File: src/rtl/g_eval_pkg.sv
// rtl/g_eval_pkg.sv - shared types and constants for the G evaluation-cone sweeper
package g_eval_pkg;

  localparam int G_EVAL_NCOMB = 16;
  localparam int G_EVAL_SELW  = 4;
  localparam int G_EVAL_CNTW  = 4;

  // Bit positions of the G select inputs inside sel_out
  localparam int SEL_G116 = 0;
  localparam int SEL_G119 = 1;
  localparam int SEL_G144 = 2;
  localparam int SEL_G145 = 3;

  typedef enum logic [1:0] {
    IDLE = 2'd0,
    EVAL = 2'd1,
    HOLD = 2'd2
  } g_eval_state_t;

endpackage

File: src/rtl/g_eval_sweep_if.sv
// rtl/g_eval_sweep_if.sv - start/result handshake bundle; res_parity exists only with G_EVAL_PARITY_EN
interface g_eval_sweep_if;
  import g_eval_pkg::*;

  logic                    start;
  logic                    start_ready;
  logic [G_EVAL_NCOMB-1:0] cfg_mask;
  logic                    res_valid;
  logic                    res_ready;
  logic [G_EVAL_NCOMB-1:0] res_data;
  logic                    res_aborted;
`ifdef G_EVAL_PARITY_EN
  logic                    res_parity;

  modport master (
    output start, cfg_mask, res_ready,
    input  start_ready, res_valid, res_data, res_aborted, res_parity
  );

  modport slave (
    input  start, cfg_mask, res_ready,
    output start_ready, res_valid, res_data, res_aborted, res_parity
  );
`else
  modport master (
    output start, cfg_mask, res_ready,
    input  start_ready, res_valid, res_data, res_aborted
  );

  modport slave (
    input  start, cfg_mask, res_ready,
    output start_ready, res_valid, res_data, res_aborted
  );
`endif

endinterface

File: src/rtl/g_eval_next_idx.sv
// rtl/g_eval_next_idx.sv - finds the lowest set mask bit strictly above idx (idx = all-ones means -1)
module g_eval_next_idx
  import g_eval_pkg::*;
(
  input  logic [G_EVAL_NCOMB-1:0] mask_i,
  input  logic [G_EVAL_SELW:0]    idx_i,
  output logic [G_EVAL_SELW-1:0]  nxt_o,
  output logic                    none_o
);

  localparam logic [G_EVAL_NCOMB-1:0] ONE = G_EVAL_NCOMB'(1);

  // idx+1 in 5 bits: -1 wraps to 0 (search everything), 15 becomes 16 (search nothing)
  logic [G_EVAL_SELW:0]    base;
  logic [G_EVAL_NCOMB-1:0] low;
  logic [G_EVAL_NCOMB-1:0] cand;

  assign base = idx_i + 5'd1;
  assign low  = (ONE << base) - ONE;
  assign cand = mask_i & ~low;

  // Priority encode: scan downwards so the lowest candidate wins
  always_comb begin
    nxt_o  = '0;
    none_o = 1'b1;
    for (int i = G_EVAL_NCOMB - 1; i >= 0; i--) begin
      if (cand[i]) begin
        nxt_o  = G_EVAL_SELW'(i);
        none_o = 1'b0;
      end
    end
  end

endmodule

File: src/rtl/g_eval_sweep.sv
// rtl/g_eval_sweep.sv - sweeps G select combinations, samples g217 after settling; optional G_EVAL_PARITY_EN adds res_parity
module g_eval_sweep
  import g_eval_pkg::*;
#(
  parameter int SETTLE = 2
) (
  input  logic                   clk,
  input  logic                   rst,
  g_eval_sweep_if.slave          bus,
  input  logic                   abort_i,
  output logic [G_EVAL_SELW-1:0] sel_out_o,
  input  logic                   eval_in_i,
  output logic                   busy_o
);

  localparam logic [G_EVAL_CNTW-1:0] SETTLE_C = G_EVAL_CNTW'(SETTLE);

  g_eval_state_t           state_q, state_d;
  logic [G_EVAL_NCOMB-1:0] mask_q, mask_d;
  logic [G_EVAL_NCOMB-1:0] res_q, res_d;
  logic [G_EVAL_SELW-1:0]  idx_q, idx_d;
  logic [G_EVAL_CNTW-1:0]  cnt_q, cnt_d;
  logic                    busy_q, busy_d;
  logic                    valid_q, valid_d;
  logic                    aborted_q, aborted_d;

  logic                    start_ready;
  logic                    accept;
  logic [G_EVAL_NCOMB-1:0] srch_mask;
  logic [G_EVAL_SELW:0]    srch_idx;
  logic [G_EVAL_SELW-1:0]  nxt;
  logic                    none;

  assign start_ready = !busy_q && !valid_q;
  assign accept      = bus.start && start_ready;

  // One finder serves both uses: first index straight from cfg_mask in IDLE, advance from mask_q otherwise
  assign srch_mask = (state_q == IDLE) ? bus.cfg_mask : mask_q;
  assign srch_idx  = (state_q == IDLE) ? '1 : {1'b0, idx_q};

  g_eval_next_idx u_next_idx (
    .mask_i (srch_mask),
    .idx_i  (srch_idx),
    .nxt_o  (nxt),
    .none_o (none)
  );

  // Next-state and next-output computation for the sweep FSM
  always_comb begin
    state_d   = state_q;
    mask_d    = mask_q;
    res_d     = res_q;
    idx_d     = idx_q;
    cnt_d     = cnt_q;
    busy_d    = busy_q;
    valid_d   = valid_q;
    aborted_d = aborted_q;
    unique case (state_q)
      IDLE: begin
        if (accept) begin
          mask_d    = bus.cfg_mask;
          res_d     = '0;
          aborted_d = 1'b0;
          if (!none) begin
            idx_d   = nxt;
            cnt_d   = SETTLE_C;
            busy_d  = 1'b1;
            state_d = EVAL;
          end else begin
            valid_d = 1'b1;
            state_d = HOLD;
          end
        end
      end
      EVAL: begin
        if (abort_i) begin
          // The sample due this cycle is dropped; earlier samples stay
          aborted_d = 1'b1;
          busy_d    = 1'b0;
          valid_d   = 1'b1;
          state_d   = HOLD;
        end else if (cnt_q == '0) begin
          res_d[idx_q] = eval_in_i;
          if (none) begin
            busy_d  = 1'b0;
            valid_d = 1'b1;
            state_d = HOLD;
          end else begin
            idx_d = nxt;
            cnt_d = SETTLE_C;
          end
        end else begin
          cnt_d = cnt_q - 1'b1;
        end
      end
      HOLD: begin
        if (bus.res_ready) begin
          valid_d = 1'b0;
          state_d = IDLE;
        end
      end
      default: state_d = IDLE;
    endcase
  end

  // Sweep FSM state and registered outputs
  always_ff @(posedge clk or posedge rst) begin
    if (rst) begin
      state_q   <= IDLE;
      mask_q    <= '0;
      res_q     <= '0;
      idx_q     <= '0;
      cnt_q     <= '0;
      busy_q    <= 1'b0;
      valid_q   <= 1'b0;
      aborted_q <= 1'b0;
    end else begin
      state_q   <= state_d;
      mask_q    <= mask_d;
      res_q     <= res_d;
      idx_q     <= idx_d;
      cnt_q     <= cnt_d;
      busy_q    <= busy_d;
      valid_q   <= valid_d;
      aborted_q <= aborted_d;
    end
  end

  assign sel_out_o       = idx_q;
  assign busy_o          = busy_q;
  assign bus.start_ready = start_ready;
  assign bus.res_valid   = valid_q;
  assign bus.res_data    = res_q;
  assign bus.res_aborted = aborted_q;

`ifdef G_EVAL_PARITY_EN
  logic parity_q;

  // Parity tracks every update of the result register so it is valid with res_valid
  always_ff @(posedge clk or posedge rst) begin
    if (rst) begin
      parity_q <= 1'b0;
    end else begin
      parity_q <= ^res_d;
    end
  end

  assign bus.res_parity = parity_q;
`endif

endmodule
File: src/flat_wrapper.sv
// flat-port wrapper written by rule: the top's interface ports become plain ports
module g_eval_sweep_flat import g_eval_pkg::*;
#(
  parameter int SETTLE = 2
)
  (clk, rst, abort_i, sel_out_o, eval_in_i, busy_o, bus_start, bus_cfg_mask, bus_res_ready, bus_start_ready, bus_res_valid, bus_res_data, bus_res_aborted);
  g_eval_sweep_if bus_i ();
  input  logic clk;
  input  logic rst;
  input  logic abort_i;
  output logic [G_EVAL_SELW-1:0] sel_out_o;
  input  logic eval_in_i;
  output logic busy_o;
  input wire logic [$bits(bus_i.start)-1:0] bus_start;
  input wire logic [$bits(bus_i.cfg_mask)-1:0] bus_cfg_mask;
  input wire logic [$bits(bus_i.res_ready)-1:0] bus_res_ready;
  output wire logic [$bits(bus_i.start_ready)-1:0] bus_start_ready;
  output wire logic [$bits(bus_i.res_valid)-1:0] bus_res_valid;
  output wire logic [$bits(bus_i.res_data)-1:0] bus_res_data;
  output wire logic [$bits(bus_i.res_aborted)-1:0] bus_res_aborted;
  assign bus_i.start = bus_start;
  assign bus_i.cfg_mask = bus_cfg_mask;
  assign bus_i.res_ready = bus_res_ready;
  assign bus_start_ready = bus_i.start_ready;
  assign bus_res_valid = bus_i.res_valid;
  assign bus_res_data = bus_i.res_data;
  assign bus_res_aborted = bus_i.res_aborted;
  g_eval_sweep #(.SETTLE(SETTLE)) u_core (.clk(clk), .rst(rst), .bus(bus_i), .abort_i(abort_i), .sel_out_o(sel_out_o), .eval_in_i(eval_in_i), .busy_o(busy_o));
endmodule
File: config.mk
export PLATFORM = sky130hd
export DESIGN_NAME = g_eval_sweep_flat
export DESIGN_NICKNAME = d
export VERILOG_FILES = /design/src/rtl/g_eval_pkg.sv /design/src/rtl/g_eval_sweep_if.sv /design/src/rtl/g_eval_next_idx.sv /design/src/rtl/g_eval_sweep.sv /design/src/flat_wrapper.sv
export SDC_FILE = /design/constraint.sdc
export NUM_CORES = 1
export LEC_CHECK = 0
export ABC_CLOCK_PERIOD_IN_PS = 4500
export BUFFER_PORTS_ARGS = -buffer_cell sky130_fd_sc_hd__buf_2
export CAP_MARGIN = 5
export CORE_ASPECT_RATIO = 2
export CORE_UTILIZATION = 50
export CTS_BUF_LIST = sky130_fd_sc_hd__clkbuf_2
export CTS_CLUSTER_SIZE = 8
export DETAILED_ROUTE_END_ITERATION = 12
export HOLD_SLACK_MARGIN = 0.05
export PLACE_DENSITY_LB_ADDON = 0.1
export SETUP_SLACK_MARGIN = 0.05
export SKIP_LAST_GASP = 1
export SLEW_MARGIN = 20
export SYNTH_ARGS = -nofsm -noshare
export SYNTH_HDL_FRONTEND = slang
export SYNTH_SLANG_ARGS = --single-unit
File: constraint.sdc
create_clock -name clk -period 4.5 [get_ports clk]
set_input_delay 1.35 -clock clk [delete_from_list [all_inputs] [get_ports clk]]
set_output_delay 1.35 -clock clk [all_outputs]
set_load 0.01 [all_outputs]
==> results.yml <==
route:
  dr.pass1.iters: 4
  viasPerCell: 6.166
  routedWlPerCell_um: 16.77
  vias: 2596
  drt-total-wl_um: 7059
  drt_iter0_markers: 108
  ant_nets: 0
  route.detailed.drc: 0
cells_and_area:
  diodes: 0
  nFillCells: 550
  fin_cells: 421
  drive_gt1_share_pct: 25.28
  final_common_cell: "buf_2"
  final_cell_mix: "buf_2, dfrtp_1, o21ai_0, nand2_1, nor2_1"
  areaGrowthSynthToFinish_pct: 10.27
  layout.nets: 387
  utilization_pct: 56.99
critical_path:
  r2r_start: "u_core.sel_out_o[0]"
  crit_family: "simple AND/OR/NAND/NOR gates"
  setup.worst_path.class: "reg -> reg"
  end_kind: "register"
  cp.required_ns: 4.88
  cp-start-kind: "register"
  cp_slowest_stage_delay_ns: 0.68
  cp_max_fo: 19
  arrival_ns: 3.86
  critical_path.slowest_cell: "dfrtp_1"
  critPathBufInv: 0
  crit_chain: "nor4_2 -> nand2_1 -> ha_1 -> and4_1 -> a211oi_1 -> a21boi_0 -> and4b_1 -> and2_4 -> or2_1 -> o41ai_2"
  crit_start: "u_core.sel_out_o[0]"
synth:
  ys_ff_latch: 44
  yosys_warnings: 0
  ys_seq_area_share_pct: 37.64
  yosysTopAreaCell: "dfrtp_1"
  syn_nets: 347
  synth_edf_count: 0
  synth_cell_types: 60
  avgSynthCellArea_um2: 9.170
  yosys-top-cells-area: "dfrtp_1, o21ai_0, mux2_2"
  synth_top_area_share_pct: 37.64
  ys.flop_type: "dfrtp_1"
  syn_area_um2: 2925
  synth_async_sr_flop_share_pct: 100.0
  netlist_instances: 319
timing:
  grt_setup_unrepaired: "no"
  setup_viol: 0
  finalWorstPathRequiredPeriod_ns: 3.476
  clock.fmax_mhz: 287.7
  fin_crit_sh_pct: 77.23
  maxSlewHeadroom_pct: 49.25
  clock-skew-final_ns: 0.02822
  timing_hold_violations_final: 0
  fin_tns_setup_ns: 0
  worstMarginPinSlew_ns: 0.7612
  final_max_slew_viol_count: 0
global_routing:
  grt_start_max_net_pins: 45
  grt_pass1_vias: 2487
  grt_usage_pct: 23.96
  overflow: 0
  grt_pass1_wl_um: 11630
  antenna_found_initial: 0
cts:
  clk_latency_ns: 0.45
  clkTransAtPathRegs_ns: 0.24
  cts_hold_buf: 0
  clock_sinks: 44
  htree_levels: 2
  post_cts_resized: 0
  tritoncts: "built"
  cts_root_buf: "clkbuf_2"
  postCtsSetupRepairBufs: 0
  cts_made_buffers: 5
  clockBufferDepth: 2
die:
  io_pins: 46
  die_w_um: 56.09
  start_util_pct: 51.68
  die_y_um: 110.2
  rows: 39
  dieArea_um2: 6179
  core_area_um2: 5660
worst_hold_path:
  min-delay-start: "u_core.mask_q[9]"
  hold_path.class: "reg -> reg"
pwr:
  ir_drop_mv: 0.4874
  powerDensity_nw_per_um2: 761.5
  leakage_nw: 1.466
  p_total_mw: 2.456
placement:
  routabilityCongestion: 0.8553
  dp_cells: 413
  dpl.hpwl_um: 5171
  io_buffers: 45
run:
  drv_cap: 0
run_status:
  run_status: "completed"
stage by stage:
stage	setup slack, ns	cell area, um2	hold slack [ns]
2_1_floorplan	1.396	2925	0.4725
3_3_place_gp	0.9970	3158	0.4880
3_5_place_dp	0.9092	3158	0.4959
4_1_cts	1.042	3226	0.5427
5_1_grt	0.6445	3226	0.5602
6_report	1.024	3226	0.5368
cell type report:
| class | instances | area (um2) | area share (%) |
|---|---|---|---|
| Timing Repair Buffer | 53 | 285.3 | 8.844 |
| Clock inverter | 3 | 42.54 | 1.319 |
| Multi-Input combinational cell | 238 | 1632 | 50.58 |
| Sequential cell | 44 | 1101 | 34.14 |
| Clock buffer | 5 | 25.02 | 0.7758 |
| Tap cell | 61 | 76.32 | 2.366 |
| Inverter | 17 | 63.81 | 1.978 |
layer usage:
metal  track usage, %  up-vias  wire length, um
met5                0        -                0
met4            10.10        0              134
met3            4.084        9              276
met2            42.09       73             3673
met1            28.68     1250             2974
li1                 -     1264                -
where the power goes:
part / total, mW / internal, mW / switching [mW]
combinational: 1.54 / 0.610 / 0.930
clock: 0.229 / 0.0926 / 0.136
sequential: 0.687 / 0.556 / 0.131
sequential cells by signal (all words and copies together) (netlist names):
signal                  count
u_core.bus.res_data        16
u_core.mask_q              15
u_core.cnt_q                4
u_core.sel_out_o            4
u_core.state_q              2
u_core.bus.res_aborted      1
u_core.bus.res_valid        1
u_core.busy_o               1
worst register-to-register path, stage by stage (launching register included):
cell and delay (ns):
dfrtp_1 0.68, nor4_2 0.49, nand2_1 0.10, ha_1 0.38, and4_1 0.28, a211oi_1 0.27, a21boi_0 0.21, and4b_1 0.26
and2_4 0.20, or2_1 0.26, o41ai_2 0.27
path summary, 6_finish.rpt:
check / end / slack (ns) / depth (start not counted)
max: u_core.sel_out_o[2] / 1.02 / 10
min: u_core.mask_q[9] / 0.54 / 1
max reg2reg: u_core.sel_out_o[2] / 1.02 / 10
min reg2reg: u_core.mask_q[9] / 0.54 / 1
max in group asynchronous: u_core.mask_q[7] / 3.11 / 3
min in group asynchronous: u_core.bus.res_data[6] / 0.97 / 3
logic make-up after synthesis:
group / share of synthesized area (%)
compound gates: 28.74
simple gates: 17.66
mux: 6.801
fa+ha+maj: 2.566
flops: 37.64
buf+inv: 6.587
Yosys cell counts, drive strengths merged, types with 4 or more instances:
cell type / count
a21oi: 12
clkbuf: 4
a31oi: 12
nor4: 5
nand2: 24
buf: 16
o21ai: 45
inv: 17
nand3: 7
ha: 6
nor2: 18
mux2: 15
dfrtp: 44
nand2b: 9
o31ai: 5
and3: 4
a22o: 16
and2: 6
Note: power is estimated with default switching activity, not from simulation.
